<file path="config.mk">
export PLATFORM = sky130hd
export DESIGN_NAME = div_dispatch_scheduler
export DESIGN_NICKNAME = d
export VERILOG_FILES = /design/src/rtl/div_dispatch_scheduler.sv
export SDC_FILE = /design/constraint.sdc
export NUM_CORES = 1
export LEC_CHECK = 0
export ABC_AREA = 1
export BUFFER_PORTS_ARGS = -buffer_cell sky130_fd_sc_hd__buf_4
export CORE_MARGIN = 2
export CORE_UTILIZATION = 45
export CTS_CLUSTER_SIZE = 10
export DETAILED_ROUTE_END_ITERATION = 7
export PLACE_DENSITY = 0.69
export SYNTH_ARGS = -nofsm -noshare
export SYNTH_HDL_FRONTEND = slang
export SYNTH_SLANG_ARGS = --single-unit
</file>
<file path="constraint.sdc">
create_clock -name clk -period 9.4 [get_ports clk]
set_clock_uncertainty 0.15 [all_clocks]
set_input_delay 0.47 -clock clk [delete_from_list [all_inputs] [get_ports clk]]
set_output_delay 0.47 -clock clk [all_outputs]
set_load 0.01 [all_outputs]
</file>
<file path="src/rtl/div_dispatch_scheduler.sv">
`timescale 1ns/1ps
`default_nettype none
// ============================================================================
// Module      : div_dispatch_scheduler
// Description : Front-end scheduler for the normalization divider bank.
//               Tags each accepted ray-direction request with a rotating
//               one-hot sequence tag and issues it round-robin to a divider
//               lane that has a free reorder-FIFO credit. A flush drains all
//               outstanding work and restarts the tag sequence.
// Revision    : 1.0 - initial release
// ============================================================================
module div_dispatch_scheduler #(
    parameter int DIV_COUNT = 16,
    parameter int TAG_SIZE  = 32,
    parameter int DATA_W    = 96,
    parameter int CREDITS   = 2
) (
    input  logic                          clk,
    input  logic                          reset,
    input  logic                          req_valid,
    output logic                          req_ready,
    input  logic [DATA_W-1:0]             req_data,
    input  logic                          flush,
    output logic [DIV_COUNT-1:0]          div_start,
    output logic [DATA_W-1:0]             div_data,
    output logic [TAG_SIZE-1:0]           div_tag,
    input  logic [DIV_COUNT-1:0]          div_busy,
    input  logic [DIV_COUNT-1:0]          credit_ret,
    input  logic                          retire_valid,
    output logic [$clog2(TAG_SIZE+1)-1:0] inflight,
    output logic                          idle,
    output logic                          err
);

    localparam int CW = $clog2(CREDITS + 1);
    localparam int IW = $clog2(TAG_SIZE + 1);
    localparam int PW = (DIV_COUNT > 1) ? $clog2(DIV_COUNT) : 1;

    typedef enum logic [1:0] {
        ST_RUN     = 2'd0,
        ST_DRAIN   = 2'd1,
        ST_RESTART = 2'd2
    } state_t;

    state_t                r_state;
    state_t                w_state_nxt;
    logic [CW-1:0]         r_credit [DIV_COUNT];
    logic [PW-1:0]         r_rr_ptr;
    logic [TAG_SIZE-1:0]   r_tag;
    logic [IW-1:0]         r_inflight;
    logic                  r_err;

    logic [DIV_COUNT-1:0]  w_elig;
    logic [DIV_COUNT-1:0]  w_cred_zero;
    logic [DIV_COUNT-1:0]  w_cred_err;
    logic                  w_found;
    logic [PW-1:0]         w_sel;
    logic [PW-1:0]         w_cand;
    logic                  w_accept;
    logic                  w_drained;
    logic                  w_ret_ok;
    logic                  w_ret_err;

    // Per-lane eligibility, credit bookkeeping and spurious-return detection.
    // A lane started last cycle is skipped because its busy flag may lag.
    for (genvar i = 0; i < DIV_COUNT; i++) begin : g_lane
        logic w_inc;
        logic w_dec;

        assign w_elig[i]      = !div_busy[i] && (r_credit[i] < CW'(CREDITS)) && !div_start[i];
        assign w_cred_zero[i] = (r_credit[i] == '0);
        assign w_cred_err[i]  = credit_ret[i] && w_cred_zero[i];
        assign w_inc          = w_accept && (w_sel == PW'(i));
        assign w_dec          = credit_ret[i] && !w_cred_zero[i];

        // Credit counter: +1 on issue to this lane, -1 on a valid return.
        always_ff @(posedge clk or posedge reset) begin
            if (reset) begin
                r_credit[i] <= '0;
            end else if (w_inc && !w_dec) begin
                r_credit[i] <= r_credit[i] + CW'(1);
            end else if (!w_inc && w_dec) begin
                r_credit[i] <= r_credit[i] - CW'(1);
            end
        end
    end

    // Round-robin pick: first eligible lane at or after the pointer.
    always_comb begin
        w_found = 1'b0;
        w_sel   = '0;
        w_cand  = '0;
        for (int k = 0; k < DIV_COUNT; k++) begin
            w_cand = PW'((int'(r_rr_ptr) + k) % DIV_COUNT);
            if (!w_found && w_elig[w_cand]) begin
                w_found = 1'b1;
                w_sel   = w_cand;
            end
        end
    end

    assign w_accept  = req_valid && req_ready;
    assign w_drained = (r_inflight == '0) && (&w_cred_zero);
    assign w_ret_ok  = retire_valid && ((r_inflight != '0) || w_accept);
    assign w_ret_err = retire_valid && (r_inflight == '0) && !w_accept;

    // State register.
    always_ff @(posedge clk or posedge reset) begin
        if (reset) begin
            r_state <= ST_RUN;
        end else begin
            r_state <= w_state_nxt;
        end
    end

    // Next-state and ready decode; flush is only honoured in RUN.
    always_comb begin
        w_state_nxt = r_state;
        req_ready   = 1'b0;
        case (r_state)
            ST_RUN: begin
                req_ready = w_found && (r_inflight < IW'(TAG_SIZE));
                if (flush) begin
                    w_state_nxt = ST_DRAIN;
                end
            end
            ST_DRAIN: begin
                if (w_drained) begin
                    w_state_nxt = ST_RESTART;
                end
            end
            ST_RESTART: begin
                w_state_nxt = ST_RUN;
            end
            default: begin
                w_state_nxt = ST_RUN;
            end
        endcase
    end

    // Issue register: one-cycle start strobe; payload and tag hold between issues.
    always_ff @(posedge clk or posedge reset) begin
        if (reset) begin
            div_start <= '0;
            div_data  <= '0;
            div_tag   <= '0;
        end else begin
            div_start <= w_accept ? (DIV_COUNT'(1) << w_sel) : '0;
            if (w_accept) begin
                div_data <= req_data;
                div_tag  <= r_tag;
            end
        end
    end

    // Tag rotation and round-robin pointer; both restart after a drain.
    always_ff @(posedge clk or posedge reset) begin
        if (reset) begin
            r_tag    <= TAG_SIZE'(1);
            r_rr_ptr <= '0;
        end else if (r_state == ST_RESTART) begin
            r_tag    <= TAG_SIZE'(1);
            r_rr_ptr <= '0;
        end else if (w_accept) begin
            r_tag    <= (r_tag << 1) | (r_tag >> (TAG_SIZE - 1));
            r_rr_ptr <= PW'((int'(w_sel) + 1) % DIV_COUNT);
        end
    end

    // In-flight window: accept and retire in the same cycle cancel out.
    always_ff @(posedge clk or posedge reset) begin
        if (reset) begin
            r_inflight <= '0;
        end else if (w_accept && !w_ret_ok) begin
            r_inflight <= r_inflight + IW'(1);
        end else if (!w_accept && w_ret_ok) begin
            r_inflight <= r_inflight - IW'(1);
        end
    end

    // Sticky protocol error: retire or credit return with nothing outstanding.
    always_ff @(posedge clk or posedge reset) begin
        if (reset) begin
            r_err <= 1'b0;
        end else if (w_ret_err || (|w_cred_err)) begin
            r_err <= 1'b1;
        end
    end

    assign inflight = r_inflight;
    assign err      = r_err;
    assign idle     = (r_state == ST_RUN) && (r_inflight == '0);

endmodule
`default_nettype wire

</file>
Yosys cells after proc, flatten, opt, wreduce, memory -nomap -nowiden
Cells that the tools add are included.
{"block": "word_totals", "regBits": 221, "out_inout_bits": 153, "elab_cells": 511}
{"block": "classes", "add_sub_neg": 50, "order_cmp": 33, "n_eq_ne": 19, "shift": 1, "n_mux": 107, "n_bitwise": 1, "n_reduce_logical": 276}
{"operator": "$logic_and A1 B1 Y1", "n": 136}
{"operator": "$logic_not A1 Y1", "n": 97}
{"operator": "$lt A4 B5 Y1 const B", "n": 16}
{"operator": "$mux W4", "n": 18}
{"operator": "$mux W2", "n": 34}
{"operator": "$bmux W1 S4", "n": 16}
{"operator": "$mux W32", "n": 2}
{"operator": "$reduce_bool A2 Y1", "n": 18}
{"operator": "$logic_not A2 Y1", "n": 17}
{"operator": "$mux W1", "n": 33}
{"operator": "$add A2 B1 Y2 const B", "n": 16}
{"operator": "$add A4 B4 Y4 const B", "n": 8}
{"operator": "$eq A4 B4 Y1 const B", "n": 8}
{"operator": "$lt A2 B2 Y1 const B", "n": 16}
{"operator": "$or A32 B1 Y32", "n": 1}
{"operator": "$sub A2 B1 Y2 const B", "n": 16}
{"operator": "$add A4 B3 Y4 const B", "n": 4}
{"operator": "$eq A4 B3 Y1 const B", "n": 4}
{"operator": "$mux W16", "n": 1}
{"operator": "$reduce_and A16 Y1", "n": 1}
{"operator": "$reduce_or A16 Y1", "n": 1}
{"operator": "$shl A1 B4 Y16 const A", "n": 1}
{"operator": "$mux W6", "n": 2}
{"operator": "$add A4 B1 Y4 const B", "n": 2}
{"operator": "15 further kinds", "n": 19}

Depth between registers and ports, before layout
Gate-level depths: netlist (run 1).
{"block": "logic_depth", "ltp_word": 59, "ltp_mapped": 34}

Worst setup path after synthesis (run 1)
No wires, ideal clock.
{"block": "synth_timing", "path_kind": "reg-to-reg", "startpoint": "register r_rr_ptr[1]", "endpoint": "register r_credit[31] (netlist name)", "t_arrival_ps": 4147, "t_required_ps": 9119, "slack_ps": 4972, "stages_incl_launch_ff": 30, "period_less_slack_ps": 4428, "path_cell_list": "dfrtp_1 -> inv_1 -> buf_2 -> ha_1 -> inv_1 -> clkbuf_1 -> nand3_1 -> nand3_1 -> nand3_1 -> nand2_2 -> nand2_2 -> nor2_4 -> nand4_1 -> nor2_2 -> nand4_1 -> nor2_2 -> nand4_1 -> nor2_2 -> nand2_1 -> nand2_1 -> nand2_1 -> nand2_1 -> inv_1 -> ha_1 -> nand2_2 -> nor2_1 -> ha_1 -> a21oi_1 -> o21ai_0 -> xor2_1"}
{"block": "synth_between", "elab_chain_cells": 55, "word_cells_on_any_way": 119}
{"item": "from (decl)", "line_no": "48", "rtl": "logic [PW-1:0] r_rr_ptr;"}
{"item": "from (signal assigned)", "line_no": "166", "rtl": "r_rr_ptr <= PW'((int'(w_sel) + 1) % DIV_COUNT);"}
{"item": "parallel branches: the longest is 51 deep, another holds $add A4 B1 Y4"}
{"item": "$logic_and A1 B1 Y1 *", "line_no": "73", "rtl": "assign w_inc = w_accept && (w_sel == PW'(i));"}
{"item": "$logic_not A1 Y1", "line_no": "82", "rtl": "end else if (!w_inc && w_dec) begin"}
{"item": "$logic_and A1 B1 Y1", "line_no": "82"}
{"item": "$reduce_bool A2 Y1 (no line)"}
{"item": "to (signal, indexed assignment)", "line_no": "81", "rtl": "r_credit[i] <= r_credit[i] + CW'(1);"}
{"item": "to (signal, indexed assignment)", "line_no": "83", "rtl": "r_credit[i] <= r_credit[i] - CW'(1);"}
{"item": "to (decl)", "line_no": "47", "rtl": "logic [CW-1:0] r_credit [DIV_COUNT];"}
Every way passes the cells marked *. The select of a mux whose other input is x is not followed.
A chain may end at the register's enable or synchronous reset.

Worst setup path after layout (run 1)
{"block": "layout_timing", "startpoint": "register r_rr_ptr[1]", "endpoint": "register r_credit[27] (netlist name)"}
The elaborated chain is that of the path after synthesis.

==> results of run 1 <==
-- logic make-up after synthesis --
family                   count (synthesis)
AO/OA/AOI/OAI                           79
XOR/XNOR                                43
buffers and inverters                  151
AND/OR/NAND/NOR                        866
adder cells (fa/ha/maj)                 34
flip-flops                             221
-- through the flow --
stage / cell area, sq um / total power, uW / setup WS, ps / cells
after floorplan: 11300 / 1790 / 2730 / 1394
after global placement: 13600 / 2090 / 3080 / 1969
after detailed placement: 13600 / 2100 / 2950 / 1969
after CTS: 15100 / 3050 / 2910 / 2078
after global routing: 15100 / 3210 / 2180 / 2080
final: 15100 / 3030 / 2780 / 2080
-- placed cells by master (no fill, tap or decap), drive strengths merged, types with 9 or more instances in the layout --
| master | count |
|---|---|
| xor2 | 24 |
| buf | 287 |
| nor2 | 102 |
| clkbuf | 31 |
| xnor2 | 19 |
| nand4 | 18 |
| o21ai | 42 |
| dlygate4sd3 | 74 |
| ha | 33 |
| nand2 | 594 |
| dfrtp | 220 |
| a21oi | 25 |
| nor3 | 9 |
| inv | 107 |
| nand3 | 136 |
-- registers in the layout, summed over array words and instances, names as in the netlist --
register	cells
err	1
div_tag	32
r_credit	32
div_data	96
inflight	6
r_rr_ptr	4
r_tag	32
div_start	16
r_state	2
-- per-layer routing --
layer | vias up | global-route usage (%)
li1 | 5085 | -
met1 | 4900 | 31.1
met2 | 344 | 43.3
met3 | 76 | 6.11
met4 | 0 | 8.85
met5 | - | 0
-- layout make-up --
type	count	area [sq um]	area share [%]
Tap cell	330	413	2.74
Antenna cell	2	5.00	0.0332
Clock inverter	4	27.5	0.183
Timing Repair Buffer	361	2900	19.2
Inverter	109	425	2.82
Multi-Input combinational cell	1022	5050	33.5
Sequential cell	221	5530	36.7
Clock buffer	31	721	4.78
-- worst max-delay path: stages (launching register included) --
cell and delay (ps):
dfrtp_1 690, inv_1 480, ha_1 710, inv_1 320
nand3_1 190, nand3_1 100, nand2_1 110, inv_1 40
o21ai_0 280, inv_1 170, nand4_1 160, nor2_2 60
nand4_1 140, nor2_2 60, nand2_1 50, nand2_1 50
inv_2 100, nand2_8 440, inv_4 820, nand2_2 320
nor2_1 210, ha_1 270, a21oi_1 130, o21ai_0 140
xor2_1 170
-- power by group through the flow --
stage	Clock, uW	Combinational (uW)	Sequential (uW)
finish	907	989	1130
global route	968	1100	1150
CTS	929	988	1130
detailed placement	0	957	1150
global placement	0	946	1140
floorplan	0	647	1150
-- cells in the mapped netlist (4+ instances only) --
cell / number
nand2_1: 533
dfrtp_1: 220
nand3_1: 134
inv_1: 95
nor2_1: 78
nand2_2: 56
o21ai_0: 36
ha_1: 33
a21oi_1: 25
nor2_2: 22
xor2_1: 22
xnor2_1: 19
buf_4: 16
nand4_1: 15
inv_2: 10
buf_2: 9
buf_6: 9
nor3_1: 9
clkbuf_1: 6
nor4_1: 5
o21ai_1: 5
nand2_4: 4
-- what timing repair did --
item,CTS,global route
hold endpoints to repair,74,0
setup endpoints to repair,0,0
hold buffers,74,0
resized for setup,0,0
-- worst min path at each step --
stage                            start            to  slack (ps)  cells past startpoint
after global placement      r_state[1]    r_state[1]         290                      1
after CTS                 req_data[76]  div_data[76]         0.3                      3
after global routing      req_data[67]  div_data[67]          10                      3
after floorplan             r_state[1]    r_state[1]         280                      1
after detailed placement    r_state[1]    r_state[1]         300                      1
final                            reset  div_data[88]         -10                      2
==> flow_metrics.tcl, run 1 <==
set metrics [dict create \
    status "complete, but fails checks" \
    violations "negative hold slack" \
    post_drt_via_cell_ratio 5.00 \
    crit_arrival_ps 6870 \
    grt-ovfl-total 0 \
    path_class "flip-flop to flip-flop" \
    r2r_start "r_rr_ptr[1]" \
    synth_ff_type "dfrtp_1" \
    grt_pass1_wl_microns 53500 \
    drtIter0Drc 703 \
    hold_path_class "input port to async pin" \
    fin_crit_ps 6620 \
    wl_met3_microns 2430 \
    dieWidth_microns 163 \
    finalHoldViolations 3 \
    ys_warn_count 0 \
    drc 0 \
    synthXorXnorAreaFrac_pct 3.56 \
    utilization_pct 60.4 \
    cts_buffer_depth 3 \
    power_density_nw_per_um2 201 \
    reg2reg_slack_ps 2780 \
    num_rows 58 \
    clockPowerShare_pct 29.9 \
    antenna_found_initial 2 \
    synthMuxAreaShare_pct 0 \
    p_comb_share_pct 32.6 \
    setup.worst_path.start "r_rr_ptr[1]" \
    final_layout_size_suffix_gt1_share_pct 24.5 \
    fillCellCount 2190 \
    cts-root-buf "clkbuf_16" \
    start_util_pct 45.3 \
    max_slew.worst_pin.slew_ps 1030 \
    fin_crit_sh_pct 70.4 \
    clkLatencyLatePin_ps 530 \
    max-slew-margin-rel_pct 31.2 \
    path_clk_slew_ps 60 \
    ys_seq_area_share_pct 48.9 \
    synth_compound_area_share_pct 3.79 \
    slew_viol_final 0 \
    dpl.hpwl_microns 23100 \
    worstSetupEndpoint "r_credit[27]" \
    ys_seq_elements 221 \
    netlist_instances 1394 \
    cts_setup_buffers 0 \
    maxCapViolations 0 \
    wl_met2_microns 16400 \
    synthToLayoutAreaGrowth_pct 33.3 \
    finalWirelength_microns 33000 \
    cts_buffers 27 \
    critPathLaunchType "flip-flop" \
    leakage_uw 0.00839 \
    ant_nets 0 \
    fin_nets 1909 \
    synth_top_area_share_pct 48.7 \
    first_pass_iters 6 \
    syn_area_sq_um 11300 \
    tns_ps 0 \
    synth.distinct_cells 48 \
    synth_edf_count 0 \
    die_area_sq_um 26400 \
    wl_met1_microns 13200 \
    wl_per_cell_microns 15.9 \
    synth_top_family_by_area "simple AND/OR/NAND/NOR gates" \
    port_buffers 285 \
    grt_max_degree 143 \
    cp-end-kind "flip-flop" \
    dr_total_vias 10400 \
    htree_levels 1 \
    p_int_uw 1950 \
    required_ps 9650 \
    crit_fanout 142 \
    cts_tree "yes" \
    reg2reg_depth 24 \
    top_layer_used "met4" \
    core_region_area_sq_um 25000 \
    rr_endpoint "r_credit[27]" \
    yosys.area_share.simple_pct 33.5 \
    worst_hold_slack_ps -14.0 \
    seq_power_share_pct 37.4 \
    grt_pass1_vias 10600 \
    gp_congestion 0.932 \
    syn-num-nets 1561 \
    rsz0062_at_grt "false" \
    p_sw_uw 1080 \
    synth_area_leader_cell "dfrtp_1" \
    io_pins 286 \
    grt_usage_pct 25.2 \
    setup_viol 0 \
    swShare_pct 35.5 \
    avgSynthCellArea_sq_um 8.11 \
    die_h_microns 163 \
    ir_drop_mv 0.129 \
    fmax_mhz 151 \
    synthAdderAreaFrac_pct 3.83 \
    cts.sinks 221 \
    async_flop_share_pct 100 \
    synthTopCellsByArea "dfrtp_1, nand2_1, nand3_1" \
]
Note: power is estimated with default switching activity, not from simulation.
==> inputs of run 2 (changes only) <==
==> constraint.sdc (replaced) <==
create_clock -name clk -period 6.2 [get_ports clk]
set_clock_uncertainty 0.15 [all_clocks]
set_input_delay 0.31 -clock clk [delete_from_list [all_inputs] [get_ports clk]]
set_output_delay 0.31 -clock clk [all_outputs]
set_load 0.01 [all_outputs]
==> flow_metrics.tcl, run 2 (synthesized netlist as in run 1, its figures left out) <==
set metrics [dict create \
    fin_nets 1941 \
    crit_fanout 68 \
    cts.sinks 221 \
    worst_path_most_repeated_cell "nand2_1" \
    hold_start "flush" \
    rsz0062_at_grt "false" \
    path_clk_slew_ps 60 \
    path_class "flip-flop to flip-flop" \
    final_cells 2110 \
    max-slew-margin-rel_pct 32.4 \
    post_drt_via_cell_ratio 4.95 \
    p_sw_uw 1630 \
    crit_arrival_ps 5770 \
    cp-end-kind "flip-flop" \
    p_int_uw 2980 \
    cts_buffer_depth 3 \
    cts_buffers 26 \
    worstHoldEndpoint "r_state[0]" \
    ant_nets 0 \
    slew_viol_final 0 \
    ir_drop_mv 0.200 \
    dieWidth_microns 163 \
    rr_endpoint "err" \
    worst_hold_slack_ps 26.9 \
    cts_tree "yes" \
    maxCapViolations 0 \
    first_pass_iters 5 \
    port_buffers 285 \
    cpMaxStageDelayCell "buf_4" \
    reg2reg_depth 22 \
    grt_max_degree 130 \
    required_ps 6500 \
    tns_ps 0 \
    ctsResizeCount 0 \
    p_total_uw 4600 \
    dpl.hpwl_microns 23400 \
    swShare_pct 35.4 \
    leakage_uw 0.00851 \
    reg2reg_slack_ps 730 \
    fmax_mhz 183 \
    grt_usage_pct 25.6 \
    die_area_sq_um 26400 \
    drc 0 \
    cpPeakStageDelay_ps 630 \
    final_common_cell "nand2_1" \
    power_density_nw_per_um2 300 \
    start_util_pct 45.3 \
    dr_total_vias 10400 \
    fin_crit_ps 5470 \
    max_slew.worst_pin.slew_ps 1010 \
    antenna_found_initial 1 \
    status "finished clean" \
    clockPowerShare_pct 29.8 \
    htree_levels 1 \
    p_comb_share_pct 33.0 \
    cts_setup_buffers 0 \
    clkLatencyLatePin_ps 520 \
    grt-ovfl-total 0 \
    io_pins 286 \
    wl_per_cell_microns 15.9 \
    regMostFlops "div_data" \
    place_inst 1977 \
    finalHoldViolations 0 \
    grt_pass1_vias 10600 \
    num_rows 58 \
    largest_reg_flops 96 \
    gp_congestion 0.926 \
    hold_path_class "input port to flip-flop" \
    final_layout_size_suffix_gt1_share_pct 24.2 \
    drtIter0Drc 743 \
    utilization_pct 61.5 \
    grt_pass1_wl_microns 54200 \
    fin_crit_sh_pct 88.2 \
    most-common-layout-cells "nand2_1, buf_4, dfrtp_1" \
    core_region_area_sq_um 25000 \
    setup_viol 0 \
    r2r_start "r_rr_ptr[0]" \
    die_h_microns 163 \
    hold_depth 3 \
    critPathLaunchType "flip-flop" \
    synthToLayoutAreaGrowth_pct 35.8 \
    finalWirelength_microns 33600 \
    cts-root-buf "clkbuf_16" \
    seq_power_share_pct 37.2 \
    path_cells "inv_2, ha_1, inv_1, nand3_1, nand3_1, nand2_1, inv_1, o21a_1, nand4_1, nor2_2, nand4_1, nor2_2, nand4_1, nor2_2, nand2_1, nand2_1, inv_2, nand2_8, buf_4, nand2_1, o2111ai_1, dlygate4sd3_1" \
]
[run 2: changes by cell type in the layout (fill, tap and decap cells not counted), sizes merged]
cell         previous run  this run
bufinv                  0         1
clkinvlp                0         1
clkinv                  6         3
buf                   287       295
diode                   2         1
inv                   107       105
clkbuf                 31        32
dlygate4sd3            74        99
[run 2: stage by stage]
step | area, sq um | setup WS (ps)
6_report | 15400 | 732
3_3_place_gp | 13600 | 940
3_5_place_dp | 13600 | 923
2_1_floorplan | 11300 | 1770
5_1_grt | 15400 | 241
4_1_cts | 15400 | 757
[run 2: worst max path at each step]
stage | startpoint | endpoint | slack [ps] | cells past startpoint
final | r_rr_ptr[0] | err | 730 | 22
after global routing | r_rr_ptr[0] | err | 240 | 22
after CTS | r_rr_ptr[0] | err | 760 | 22
after detailed placement | r_rr_ptr[0] | r_tag[4] | 920 | 23
after global placement | r_rr_ptr[0] | r_credit[31] | 940 | 27
after floorplan | r_rr_ptr[1] | r_credit[31] | 1770 | 29
[run 2: per-layer routing]
layer  global-route usage, %  part of all wire, %
met1                    31.9                   40
met2                    43.4                   49
met3                    6.80                  8.2
met4                    8.57                  3.3
met5                       0                    0
[run 2: cell type report]
| type | count | area, sq um |
|---|---|---|
| fill | 2164 | 9600 |
| sequential | 221 | 5530 |
| multi-input combinational | 1022 | 5050 |
| timing repair buffer | 394 | 3220 |
| clock buffer | 32 | 694 |
| inverter | 109 | 422 |
| tap | 330 | 413 |
| clock inverter | 1 | 30.0 |
| antenna | 1 | 2.50 |
[run 2: timing repair]
| item | in CTS | in global routing |
|---|---|---|
| endpoints found under the setup margin | 0 | 0 |
| hold buffers | 99 | 0 |
| hold endpoints to repair | 107 | 0 |
[run 2: worst max-delay path, delay by kind of cell (launching register included)]
| kind | cells | cell delay [ps] |
|---|---|---|
| flops | 1 | 390 |
| buf+inv | 6 | 2090 |
| compound gates | 2 | 480 |
| simple gates | 13 | 1770 |
| fa+ha+maj | 1 | 490 |
[run 2: power by group through the flow]
| stage | Sequential, uW | Combinational (uW) | Clock (uW) |
|---|---|---|---|
| after floorplan | 1740 | 981 | 0 |
| after global placement | 1730 | 1450 | 0 |
| after detailed placement | 1730 | 1460 | 0 |
| after CTS | 1710 | 1510 | 1400 |
| after global routing | 1740 | 1700 | 1460 |
| final | 1710 | 1520 | 1370 |
